File: config.mk
export PLATFORM = sky130hd
export DESIGN_NAME = multicycle_control_flat
export DESIGN_NICKNAME = d
export VERILOG_FILES = /design/src/rtl/multicycle_control_if.sv /design/src/rtl/multicycle_control.sv /design/src/flat_wrapper.sv
export SDC_FILE = /design/constraint.sdc
export NUM_CORES = 1
export LEC_CHECK = 0
export CAP_MARGIN = 20
export CORE_AREA = 2 2 52 54
export DETAILED_ROUTE_END_ITERATION = 10
export DIE_AREA = 0 0 54 56
export PLACE_DENSITY = 0.68
export SYNTH_ARGS = -nofsm -noshare
export SYNTH_HDL_FRONTEND = slang
export SYNTH_SLANG_ARGS = --single-unit
File: constraint.sdc
create_clock -name clk -period 3.62 [get_ports clk]
set_clock_uncertainty 0.05 [all_clocks]
set_input_delay 0.362 -clock clk [delete_from_list [all_inputs] [get_ports clk]]
set_output_delay 0.362 -clock clk [all_outputs]
set_load 0.005 [all_outputs]
File: src/rtl/multicycle_control_if.sv
// Bus between the multicycle controller and its datapath: the opcode and
// memory handshake come in, the datapath enables/selects and debug state go out.
interface multicycle_control_if;
    logic [5:0] opCode;
    logic       memReady;
    logic       pcWrite;
    logic       pcWriteCond;
    logic       iorD;
    logic       memRead;
    logic       memWrite;
    logic       irWrite;
    logic       memToReg;
    logic       regDst;
    logic       regWrite;
    logic       aluSrcA;
    logic [1:0] aluSrcB;
    logic [1:0] aluOp;
    logic [1:0] pcSource;
    logic       illegalOp;
    logic [3:0] state;

    // Datapath / stimulus side
    modport master (
        output opCode, memReady,
        input  pcWrite, pcWriteCond, iorD, memRead, memWrite, irWrite,
               memToReg, regDst, regWrite, aluSrcA, aluSrcB, aluOp,
               pcSource, illegalOp, state
    );

    // Controller side
    modport slave (
        input  opCode, memReady,
        output pcWrite, pcWriteCond, iorD, memRead, memWrite, irWrite,
               memToReg, regDst, regWrite, aluSrcA, aluSrcB, aluOp,
               pcSource, illegalOp, state
    );
endinterface

File: src/rtl/multicycle_control.sv
// Multicycle CPU control FSM (Moore). Outputs are registered alongside the
// state: each edge loads the control word belonging to the state being
// entered, so outputs and state always change together.
// Optional feature: define MC_ADDI_EN to add the ADDIEXEC/ADDIWB path for
// opcode 001000; without it that opcode is treated as illegal.
// irWrite and the fetch-time pcWrite are the only memReady-qualified outputs:
// a registered "fetch" bit is ANDed with memReady so the instruction register
// and PC are written only on the cycle memory completes.
module multicycle_control (
    input  logic                  clk,
    input  logic                  reset,
    multicycle_control_if.slave   bus
);

    typedef enum logic [3:0] {
        FETCH    = 4'd0,
        DECODE   = 4'd1,
        MEMADR   = 4'd2,
        MEMREAD  = 4'd3,
        MEMWB    = 4'd4,
        MEMWRITE = 4'd5,
        EXECUTE  = 4'd6,
        ALUWB    = 4'd7,
        BRANCH   = 4'd8,
`ifdef MC_ADDI_EN
        ADDIEXEC = 4'd9,
        ADDIWB   = 4'd10,
`endif
        JUMP     = 4'd11
    } state_t;

    typedef struct packed {
        logic       pc_write;
        logic       pc_write_cond;
        logic       ior_d;
        logic       mem_read;
        logic       mem_write;
        logic       mem_to_reg;
        logic       reg_dst;
        logic       reg_write;
        logic       alu_src_a;
        logic [1:0] alu_src_b;
        logic [1:0] alu_op;
        logic [1:0] pc_source;
        logic       fetch;
    } ctl_t;

    state_t cur_state;
    ctl_t   ctl_q;
    logic   illegal_q;

    // Next-state function of the FSM.
    function automatic state_t next_of(input state_t s, input logic [5:0] op,
                                       input logic rdy);
        next_of = FETCH;
        case (s)
            FETCH:    next_of = rdy ? DECODE : FETCH;
            DECODE: begin
                case (op)
                    6'b100011, 6'b101011: next_of = MEMADR;
                    6'b000000:            next_of = EXECUTE;
                    6'b000100:            next_of = BRANCH;
                    6'b000010:            next_of = JUMP;
`ifdef MC_ADDI_EN
                    6'b001000:            next_of = ADDIEXEC;
`endif
                    default:              next_of = FETCH;
                endcase
            end
            MEMADR:   next_of = (op == 6'b100011) ? MEMREAD : MEMWRITE;
            MEMREAD:  next_of = rdy ? MEMWB : MEMREAD;
            MEMWB:    next_of = FETCH;
            MEMWRITE: next_of = rdy ? FETCH : MEMWRITE;
            EXECUTE:  next_of = ALUWB;
            ALUWB:    next_of = FETCH;
            BRANCH:   next_of = FETCH;
            JUMP:     next_of = FETCH;
`ifdef MC_ADDI_EN
            ADDIEXEC: next_of = ADDIWB;
            ADDIWB:   next_of = FETCH;
`endif
            default:  next_of = FETCH;
        endcase
    endfunction

    // Control word presented while in state s; anything not listed stays 0.
    function automatic ctl_t ctl_of(input state_t s);
        ctl_of = '0;
        case (s)
            FETCH: begin
                ctl_of.mem_read  = 1'b1;
                ctl_of.alu_src_b = 2'b01;
                ctl_of.fetch     = 1'b1;
            end
            DECODE:   ctl_of.alu_src_b = 2'b11;
            MEMADR: begin
                ctl_of.alu_src_a = 1'b1;
                ctl_of.alu_src_b = 2'b10;
            end
            MEMREAD: begin
                ctl_of.mem_read = 1'b1;
                ctl_of.ior_d    = 1'b1;
            end
            MEMWB: begin
                ctl_of.reg_write  = 1'b1;
                ctl_of.mem_to_reg = 1'b1;
            end
            MEMWRITE: begin
                ctl_of.mem_write = 1'b1;
                ctl_of.ior_d     = 1'b1;
            end
            EXECUTE: begin
                ctl_of.alu_src_a = 1'b1;
                ctl_of.alu_op    = 2'b10;
            end
            ALUWB: begin
                ctl_of.reg_write = 1'b1;
                ctl_of.reg_dst   = 1'b1;
            end
            BRANCH: begin
                ctl_of.alu_src_a     = 1'b1;
                ctl_of.alu_op        = 2'b01;
                ctl_of.pc_write_cond = 1'b1;
                ctl_of.pc_source     = 2'b01;
            end
            JUMP: begin
                ctl_of.pc_write  = 1'b1;
                ctl_of.pc_source = 2'b10;
            end
`ifdef MC_ADDI_EN
            ADDIEXEC: begin
                ctl_of.alu_src_a = 1'b1;
                ctl_of.alu_src_b = 2'b10;
            end
            ADDIWB:   ctl_of.reg_write = 1'b1;
`endif
            default:  ctl_of = '0;
        endcase
    endfunction

    // True for opcodes DECODE cannot dispatch.
    function automatic logic is_illegal(input logic [5:0] op);
        case (op)
            6'b100011, 6'b101011, 6'b000000, 6'b000100, 6'b000010: is_illegal = 1'b0;
`ifdef MC_ADDI_EN
            6'b001000: is_illegal = 1'b0;
`endif
            default:   is_illegal = 1'b1;
        endcase
    endfunction

    // Unused encodings leave like FETCH but with a quiet (all-zero) control word.
    function automatic logic is_known(input state_t s);
        case (s)
            FETCH, DECODE, MEMADR, MEMREAD, MEMWB, MEMWRITE,
            EXECUTE, ALUWB, BRANCH, JUMP: is_known = 1'b1;
`ifdef MC_ADDI_EN
            ADDIEXEC, ADDIWB: is_known = 1'b1;
`endif
            default: is_known = 1'b0;
        endcase
    endfunction

    // State, registered control word and illegal-opcode pulse.
    always_ff @(posedge clk) begin
        if (reset) begin
            cur_state <= FETCH;
            ctl_q     <= '0;
            illegal_q <= 1'b0;
        end else begin
            cur_state <= next_of(cur_state, bus.opCode, bus.memReady);
            ctl_q     <= is_known(cur_state) ?
                         ctl_of(next_of(cur_state, bus.opCode, bus.memReady)) : '0;
            illegal_q <= (cur_state == DECODE) && is_illegal(bus.opCode);
        end
    end

    assign bus.pcWrite     = ctl_q.pc_write | (ctl_q.fetch & bus.memReady);
    assign bus.irWrite     = ctl_q.fetch & bus.memReady;
    assign bus.pcWriteCond = ctl_q.pc_write_cond;
    assign bus.iorD        = ctl_q.ior_d;
    assign bus.memRead     = ctl_q.mem_read;
    assign bus.memWrite    = ctl_q.mem_write;
    assign bus.memToReg    = ctl_q.mem_to_reg;
    assign bus.regDst      = ctl_q.reg_dst;
    assign bus.regWrite    = ctl_q.reg_write;
    assign bus.aluSrcA     = ctl_q.alu_src_a;
    assign bus.aluSrcB     = ctl_q.alu_src_b;
    assign bus.aluOp       = ctl_q.alu_op;
    assign bus.pcSource    = ctl_q.pc_source;
    assign bus.illegalOp   = illegal_q;
    assign bus.state       = cur_state;

endmodule

File: src/flat_wrapper.sv
// flat-port wrapper written by rule: the top's interface ports become plain ports
module multicycle_control_flat 
  (clk, reset, bus_opCode, bus_memReady, bus_pcWrite, bus_pcWriteCond, bus_iorD, bus_memRead, bus_memWrite, bus_irWrite, bus_memToReg, bus_regDst, bus_regWrite, bus_aluSrcA, bus_aluSrcB, bus_aluOp, bus_pcSource, bus_illegalOp, bus_state);
  multicycle_control_if bus_i ();
  input  logic clk;
  input  logic reset;
  input wire logic [$bits(bus_i.opCode)-1:0] bus_opCode;
  input wire logic [$bits(bus_i.memReady)-1:0] bus_memReady;
  output wire logic [$bits(bus_i.pcWrite)-1:0] bus_pcWrite;
  output wire logic [$bits(bus_i.pcWriteCond)-1:0] bus_pcWriteCond;
  output wire logic [$bits(bus_i.iorD)-1:0] bus_iorD;
  output wire logic [$bits(bus_i.memRead)-1:0] bus_memRead;
  output wire logic [$bits(bus_i.memWrite)-1:0] bus_memWrite;
  output wire logic [$bits(bus_i.irWrite)-1:0] bus_irWrite;
  output wire logic [$bits(bus_i.memToReg)-1:0] bus_memToReg;
  output wire logic [$bits(bus_i.regDst)-1:0] bus_regDst;
  output wire logic [$bits(bus_i.regWrite)-1:0] bus_regWrite;
  output wire logic [$bits(bus_i.aluSrcA)-1:0] bus_aluSrcA;
  output wire logic [$bits(bus_i.aluSrcB)-1:0] bus_aluSrcB;
  output wire logic [$bits(bus_i.aluOp)-1:0] bus_aluOp;
  output wire logic [$bits(bus_i.pcSource)-1:0] bus_pcSource;
  output wire logic [$bits(bus_i.illegalOp)-1:0] bus_illegalOp;
  output wire logic [$bits(bus_i.state)-1:0] bus_state;
  assign bus_i.opCode = bus_opCode;
  assign bus_i.memReady = bus_memReady;
  assign bus_pcWrite = bus_i.pcWrite;
  assign bus_pcWriteCond = bus_i.pcWriteCond;
  assign bus_iorD = bus_i.iorD;
  assign bus_memRead = bus_i.memRead;
  assign bus_memWrite = bus_i.memWrite;
  assign bus_irWrite = bus_i.irWrite;
  assign bus_memToReg = bus_i.memToReg;
  assign bus_regDst = bus_i.regDst;
  assign bus_regWrite = bus_i.regWrite;
  assign bus_aluSrcA = bus_i.aluSrcA;
  assign bus_aluSrcB = bus_i.aluSrcB;
  assign bus_aluOp = bus_i.aluOp;
  assign bus_pcSource = bus_i.pcSource;
  assign bus_illegalOp = bus_i.illegalOp;
  assign bus_state = bus_i.state;
  multicycle_control u_core (.clk(clk), .reset(reset), .bus(bus_i));
endmodule
=== Word level (Yosys, flattened, before mapping) ===
Memory sizes are Yosys's and may differ from the RTL's. A register that Yosys moved wholly into a read port is not among the register bits.
Index checks and enable logic that the tools add are counted.

* Muxes and demuxes: 24
* Equality and inequality tests: 18
* Reductions and logical operators: 11
* Bitwise operators: 3

{| class="wikitable"
|+ Operators with widths
! kind !! number
|-
| $eq 4x3->1 const B || 6
|-
| $pmux 4 s6 || 1
|-
| $eq 4x2->1 const B || 4
|-
| $pmux 4 s4 || 1
|-
| $mux 1 || 14
|-
| $eq 6x6->1 const B || 2
|-
| $reduce_or 2->1 || 5
|-
| $mux 3 || 3
|-
| $eq 4x1->1 const B || 2
|-
| $eq 4x4->1 const B || 2
|-
| $logic_not 4->1 || 2
|-
| $mux 4 || 2
|-
| $pmux 2 s2 || 2
|-
| $eq 6x2->1 const B || 1
|-
| $eq 6x3->1 const B || 1
|-
| $logic_not 6->1 || 1
|-
| $pmux 2 s3 || 1
|-
| $reduce_or 5->1 || 1
|-
| $reduce_or 3->1 || 1
|-
| $and 1x1->1 || 1
|-
| $logic_and 1x1->1 || 1
|-
| $not 1->1 || 1
|-
| $or 1x1->1 || 1
|}

* Register bits: 21
* Logic and storage cells: 72
* Input bits: 9
* ROM bits: 16
* Output and inout bits: 21
* Memories kept: 1

{| class="wikitable"
|+ Memories
! name !! words !! width !! rd ports !! clocked after memory_dff !! write ports !! line !! RTL
|-
| (no name shown) || 16 || 1 || 1 || 1 || 0 || multicycle_control.sv:154 || <nowiki>case (s)</nowiki>
|}

=== Logic depth before layout (Yosys ltp) ===
Gate-level depths: netlist of the first run.

* Depth after elaboration: 8
* Mapped depth: 6
* Depth with buffers taken out: 5

=== Least setup slack after synthesis of the first run ===
No wires, ideal clock.

* Path type: flip-flop to flip-flop
* Start point: register u_core.cur_state[1] (netlist: u_core.bus.state[1])
* End point: register u_core.ctl_q, in the netlist u_core.bus.regWrite
* Arrival: 1.705 ns
* Required time: 3.497 ns
* Library setup time: 0.073 ns
* Period minus slack after synthesis: 1.828 ns
* Stages on the path, launching flop included: 6
* Buffers on the path: 0
* Setup slack: 1.792 ns
* Path through: dfxtp_1 > or4b_4 > nor2_4 > a211oi_2 > or3_4 > nor3_2

* Word-level cells in the longest chain between the ends: 6
* Elaborated cells on any way between the ends: 12
* Classes of those cells: 7 x eq/ne; 3 x mux; 2 x reduce/logical

{| class="wikitable"
|+ Ends and longest elaborated chain
! item !! line !! RTL
|-
| from (decl) || multicycle_control.sv:48 || <nowiki>state_t cur_state;</nowiki>
|-
| from (signal assigned) || multicycle_control.sv:171 || <nowiki>cur_state <= next_of(cur_state, bus.opCode, bus.memReady);</nowiki>
|-
| $eq 4x3->1 (tied with other cells) || multicycle_control.sv:56 || <nowiki>case (s)</nowiki>
|-
| $pmux 4 s6 * || multicycle_control.sv:56 ||
|-
| $mux 4 * || multicycle_control.sv:166 || <nowiki>if (reset) begin</nowiki>
|-
| $eq 4x3->1 || multicycle_control.sv:89 || <nowiki>case (s)</nowiki>
|-
| $reduce_or 2->1 (no line) * || - ||
|-
| $mux 1 * || multicycle_control.sv:89 ||
|-
| to (signal assigned) || multicycle_control.sv:172 || <nowiki>ctl_q <= is_known(cur_state) ?</nowiki>
|-
| to (decl) || multicycle_control.sv:49 || <nowiki>ctl_t ctl_q;</nowiki>
|}

Mark *: on every way between the ends. The rest lies on a longest branch, timed or not. The select of a mux whose other input is x is not followed.
A chain may end at the register's enable or synchronous reset.

=== Worst setup path in the final report of the first run ===
* Start point: input port bus_memReady
* End point: output port bus_pcWrite

* Word-level cells in the longest chain between the ends: 2

{| class="wikitable"
|+ Ends and longest elaborated chain
! item !! line !! RTL
|-
| from (decl) || flat_wrapper.sv:8 || <nowiki>input wire logic [$bits(bus_i.memReady)-1:0] bus_memReady;</nowiki>
|-
| $and 1x1->1 || multicycle_control.sv:178 || <nowiki>assign bus.pcWrite = ctl_q.pc_write | (ctl_q.fetch & bus.memReady);</nowiki>
|-
| $or 1x1->1 || multicycle_control.sv:178 ||
|-
| to (decl) || flat_wrapper.sv:9 || <nowiki>output wire logic [$bits(bus_i.pcWrite)-1:0] bus_pcWrite;</nowiki>
|}

No other way between the ends.

==> results of run 1 <==
registers in the layout, summed over array words and instances, names as in the netlist, 2 cells and up, named ones only:
name and flops:
u_core.ctl_q 2, u_core.bus.state 4, u_core.bus.aluSrcB 2, u_core.bus.pcSource 2
routing by layer:
layer	global-route usage	wire, um	vias to the layer above
met2	0.206	879	20
met3	0.0403	84	4
met1	0.191	877	354
met4	0.0643	41	0
li1	-	-	392
met5	0	0	-
synthesized netlist by cell type, drive strengths merged (2+ instances only):
cell type,count
dfxtp,21
nor2,13
nor3,10
buf,7
nand2,3
nand3,3
nor2b,3
nor4,3
o21ai,3
or3,3
xnor2,3
a21oi,2
a31oi,2
nor4b,2
through the flow:
stage	power (mW)	util	setup slack (ns)	hold slack, ns
after floorplan	0.268	-	1.79	0.384
after global placement	0.290	0.499	1.25	0.518
after detailed placement	0.291	0.499	1.20	0.524
after CTS	0.398	0.510	1.42	0.546
after global routing	0.414	0.510	1.31	0.561
final	0.394	0.510	1.44	0.542
worst min-delay path, delay by kind of cell (launching register included):
kind / cells / cell delay, ns
AND/OR/NAND/NOR: 2 / 0.24
flip-flops: 1 / 0.32
cells by family (layout without fill, tap and decap cells):
family	count (synthesis)	in the layout	synth area share
and+or+nand+nor	50	50	0.354
other	1	1	0.00397
xor gates and xnor gates	3	3	0.0279
buffers and inverters	7	33	0.0597
DFF	21	21	0.446
AOI/OAI and AO/OA	14	14	0.109
power breakdown:
part           internal (mW)  switching, mW
combinational         0.0251         0.0228
sequential             0.235        0.00263
clock                 0.0430         0.0650
total                  0.303         0.0904
cell type report:
class,instances,area [um2]
Clock buffer,4,26.3
Tap cell,30,37.5
Timing Repair Buffer,29,290
Sequential cell,21,420
Multi-Input combinational cell,68,467
Fill cell,246,1190
final timing paths:
| kind | endpoint | depth (start not counted) | startpoint |
|---|---|---|---|
| setup / recovery | bus_pcWrite | 4 | bus_memReady |
| hold / removal | u_core.bus.iorD | 2 | register |
| setup reg to reg | u_core.bus.regDst | 5 | u_core.bus.state[0] |
| hold reg to reg | u_core.bus.iorD | 2 | register |
==> flow_metrics.env, run 1 <==
export IMPL_path_buf_inv=2
export IMPL_design_area_mm2=0.00124
export IMPL_yosysTopAreaCell="dfxtp_1"
export IMPL_synth_cells=96
export IMPL_die_h_um=56
export IMPL_area_growth_pct=31.6
export IMPL_ant_nets=0
export IMPL_overflow=0
export IMPL_final_common_cell="clkdlybuf4s50_1"
export IMPL_synth_edff_count=0
export IMPL_drc=0
export IMPL_hold_buffers=0
export IMPL_design_core_area_mm2=0.00243
export IMPL_cts_buffers=3
export IMPL_synthTopCellsByArea="dfxtp_1, buf_4, nor2_1"
export IMPL_power_leakage_nw=0.430
export IMPL_finalSetupViolCount=0
export IMPL_num_rows=18
export IMPL_synth_top_area_share=0.446
export IMPL_io_buffers=29
export IMPL_slew_limit_headroom=0.575
export IMPL_clk_pin_slew_ns=0.11
export IMPL_grt_max_degree=12
export IMPL_post_cts_resize_count=0
export IMPL_required_ns=3.21
export IMPL_start_util=0.388
export IMPL_grt_pass1_vias=697
export IMPL_drt_pass1_iterations=4
export IMPL_run_status="finished, final reports clean"
export IMPL_cpPeakStageDelay_ns=0.50
export IMPL_layoutNonFillerInstCount=152
export IMPL_vias=770
export IMPL_antenna_found_initial=0
export IMPL_critPathLaunchType="input port"
export IMPL_cts_max_level=1
export IMPL_die_area_mm2=0.00302
export IMPL_fmaxAchievable_ghz=0.459
export IMPL_antenna_cells=0
export IMPL_cp_top_family="buffers and inverters"
export IMPL_num_nets_final=132
export IMPL_grt_pass1_wl_um=3130
export IMPL_cts_setup_buffers=0
export IMPL_criticalPathCategory="input port to primary output"
export IMPL_fin_crit_ns=2.18
export IMPL_synth_area_um2=943
export IMPL_fin_crit_sh=0.602
export IMPL_crit_top_cell="clkdlybuf4s50_1"
export IMPL_avgSynthCellArea_um2=9.83
export IMPL_pin_count=30
export IMPL_cts_tree="yes"
export IMPL_dp_cells=148
export IMPL_die_w_um=54
export IMPL_synth_yosys_seq_area_share=0.446
export IMPL_synth_seq_cells=21
export IMPL_cp_end_kind="primary output"
export IMPL_grt_usage=0.142
export IMPL_worstSkewPairLatency_ns=0.30
export IMPL_rsz0062_at_grt="no"
export IMPL_cts_sinks=21
export IMPL_power_density_mw_per_mm2=317
export IMPL_drive_above_1_share=0.148
export IMPL_synth_ff_type="dfxtp_1"
export IMPL_place_area_mm2=0.00121
export IMPL_drt_iter0_markers=7
export IMPL_vias_per_cell=5.07
export IMPL_async_reset_ff_frac=0
export IMPL_r2r_setup_slack_ns=1.63
export IMPL_cap_violations=0
export IMPL_arrival_ns=1.77
export IMPL_setup_tns_ns=0
export IMPL_place_gp_congestion=0.833
export IMPL_drt_total_wl_um=1880
export IMPL_cp_cell_sequence="clkdlybuf4s50_1, and2_1, or2_2, clkdlybuf4s50_1"
export IMPL_dpl_hpwl_um=1490
export IMPL_wl_per_cell_um=12.4
export IMPL_drv_slew=0
export IMPL_ys_types=37
export IMPL_root_buffer="clkbuf_4"
export IMPL_worstPathMaxFanout=6
export IMPL_synth_nets=105
export IMPL_irDropWorstVdd_mv=0.264
export IMPL_clock_path_buffers=2
export IMPL_final_cell_mix="clkdlybuf4s50_1, dfxtp_1, nor2_1"
export IMPL_final_hold_viol_count=0
export IMPL_worst_pin_slew_ns=0.637
export IMPL_worst_path_max_delay_cell="clkdlybuf4s50_1"
export IMPL_ys_warn_count=0
export IMPL_hold_class="register to register"
No activity file was read; power rests on OpenSTA's default activity.
==> inputs of run 2 (changes only) <==
--- a/config.mk
+++ b/config.mk
@@ -9,7 +9,7 @@
 export CORE_AREA = 2 2 52 54
 export DETAILED_ROUTE_END_ITERATION = 10
 export DIE_AREA = 0 0 54 56
-export PLACE_DENSITY = 0.68
+export PLACE_DENSITY = 0.71
 export SYNTH_ARGS = -nofsm -noshare
 export SYNTH_HDL_FRONTEND = slang
 export SYNTH_SLANG_ARGS = --single-unit
==> constraint.sdc (replaced) <==
create_clock -name clk -period 2 [get_ports clk]
set_clock_uncertainty 0.05 [all_clocks]
set_input_delay 0.2 -clock clk [delete_from_list [all_inputs] [get_ports clk]]
set_output_delay 0.2 -clock clk [all_outputs]
set_load 0.005 [all_outputs]
==> run 2 against run 1 <==
Sequential power grew 80%. Die area is the same. Hold slack barely moved. Largest power group unchanged. Cell count up 13%. Global-route usage up 1.1 points. Non-clock buffer count up 19. Register-to-register slack worse by 1.5 ns. Count of clock-buffer cells in the layout unchanged.
==> flow_metrics.env, run 2 (synthesized netlist as in run 1, its figures left out) <==
export IMPL_grt_pass1_wl_um=3480
export IMPL_root_buffer="clkbuf_4"
export IMPL_vias_per_cell=4.91
export IMPL_fin_crit_ns=1.92
export IMPL_antenna_found_initial=0
export IMPL_crit_path_start="bus_memReady"
export IMPL_drive_above_1_share=0.270
export IMPL_vias=840
export IMPL_wl_per_cell_um=12.0
export IMPL_criticalPathCategory="input port to primary output"
export IMPL_start_util=0.388
export IMPL_power_leakage_nw=0.523
export IMPL_num_rows=18
export IMPL_reg2reg_depth=5
export IMPL_clock_path_buffers=2
export IMPL_largest_reg_flops=4
export IMPL_die_w_um=54
export IMPL_grt_pass1_vias=792
export IMPL_drv_slew=0
export IMPL_final_cell_mix="clkdlybuf4s50_1, dfxtp_1, buf_4"
export IMPL_critPathLaunchType="input port"
export IMPL_fin_crit_sh=0.962
export IMPL_pin_count=30
export IMPL_cts_tree="yes"
export IMPL_crit_top_cell="clkdlybuf4s50_1"
export IMPL_ant_nets=0
export IMPL_arrival_ns=1.67
export IMPL_timing_rr_end="u_core.bus.regWrite"
export IMPL_worstSkewPairLatency_ns=0.29
export IMPL_place_gp_congestion=0.911
export IMPL_drt_iter0_markers=14
export IMPL_io_buffers=29
export IMPL_p_comb_frac=0.152
export IMPL_cpPeakStageDelay_ns=0.47
export IMPL_cts_setup_buffers=0
export IMPL_num_nets_final=151
export IMPL_setup_tns_ns=0
export IMPL_overflow=0
export IMPL_cts_sinks=21
export IMPL_power_density_mw_per_mm2=528
export IMPL_finalSetupViolCount=0
export IMPL_drc=0
export IMPL_antenna_cells=0
export IMPL_swShare=0.229
export IMPL_cp_cell_sequence="clkdlybuf4s50_1, buf_4, and2_1, or2_2, clkdlybuf4s50_1"
export IMPL_clk_pin_slew_ns=0.10
export IMPL_drt_total_wl_um=2050
export IMPL_cp_end_kind="primary output"
export IMPL_final_hold_viol_count=0
export IMPL_fmaxAchievable_ghz=0.520
export IMPL_cts_max_level=1
export IMPL_cap_violations=0
export IMPL_area_growth_pct=47.3
export IMPL_design_core_area_mm2=0.00243
export IMPL_run_status="finished, final reports clean"
export IMPL_grt_max_degree=12
export IMPL_power_internal_mw=0.566
export IMPL_r2r_setup_slack_ns=0.16
export IMPL_die_h_um=56
export IMPL_clockPowerShare=0.264
export IMPL_required_ns=1.75
export IMPL_cts_buffers=3
export IMPL_crit_end="bus_pcWrite"
export IMPL_grt_usage=0.153
export IMPL_power_frac_seq=0.584
export IMPL_dpl_hpwl_um=1650
export IMPL_hold_class="register to register"
export IMPL_p_sw_mw=0.168
export IMPL_worst_path_max_delay_cell="clkdlybuf4s50_1"
export IMPL_worstReg2RegStart="u_core.bus.state[1]"
export IMPL_worstPathMaxFanout=5
export IMPL_die_area_mm2=0.00302
export IMPL_irDropWorstVdd_mv=0.403
export IMPL_rsz0062_at_grt="no"
export IMPL_hold_slack_ns=0.542
export IMPL_drt_pass1_iterations=4
export IMPL_final_common_cell="clkdlybuf4s50_1"
==> run 2: cell types whose count changed in the layout (fill, tap and decap cells not counted) <==
cell | before | now
a21boi_1 | 0 | 1
a31oi_2 | 0 | 1
buf_4 | 0 | 19
a21boi_0 | 1 | 0
a31oi_1 | 2 | 1
==> run 2: worst min-delay path by stage <==
stage	startpoint	to	slack (ns)	cells past startpoint
2_1_floorplan	reset	u_core.bus.state[3]	0.22	1
3_3_place_gp	register	u_core.bus.aluSrcA	0.53	2
3_5_place_dp	register	u_core.bus.iorD	0.53	2
4_1_cts	register	u_core.bus.iorD	0.55	2
5_1_grt	register	u_core.bus.aluSrcA	0.56	2
6_report	register	u_core.bus.iorD	0.54	2
==> run 2: final cells by class <==
class / count / area, um2
fillers: 212 / 1040
clock buffers: 4 / 26.3
well taps: 30 / 37.5
flip-flops and latches: 21 / 420
repair buffers: 48 / 433
multi-input cells: 68 / 473
==> run 2: timing repair <==
action,in CTS,in global routing
hold buffers,0,0
endpoints found under the setup margin,0,2
gates resized for setup,0,2
==> run 2: per-stage QoR <==
stage | worst slack (ns) | cell area, um2 | utilization | std cells | total power, mW
2_1_floorplan | 0.172 | 943 | - | 96 | 0.485
3_3_place_gp | -0.147 | 1360 | 0.558 | 167 | 0.547
3_5_place_dp | -0.142 | 1360 | 0.558 | 167 | 0.549
4_1_cts | 0.0613 | 1380 | 0.569 | 171 | 0.742
5_1_grt | 0.00524 | 1390 | 0.572 | 171 | 0.776
6_report | 0.0763 | 1390 | 0.572 | 171 | 0.734
==> run 2: power groups by stage <==
stage | Sequential [mW] | Clock, mW | Combinational (mW)
final | 0.429 | 0.194 | 0.111
after global routing | 0.430 | 0.224 | 0.122
after CTS | 0.429 | 0.203 | 0.111
after detailed placement | 0.438 | 0 | 0.110
after global placement | 0.438 | 0 | 0.108
after floorplan | 0.440 | 0 | 0.0454
==> run 2: worst max-delay path, delay by kind of cell <==
family | cells | cell delay [ns]
and+or+nand+nor | 2 | 0.41
buffers and inverters | 3 | 1.07
==> run 2: routing by layer <==
layer  global-route usage  part of all wire  vias to the layer above
met4               0.0714             0.017                        0
met3               0.0242             0.023                        4
met5                    0                 0                        -
met1                0.207              0.47                      387
li1                     -                 -                      434
met2                0.232              0.49                       15
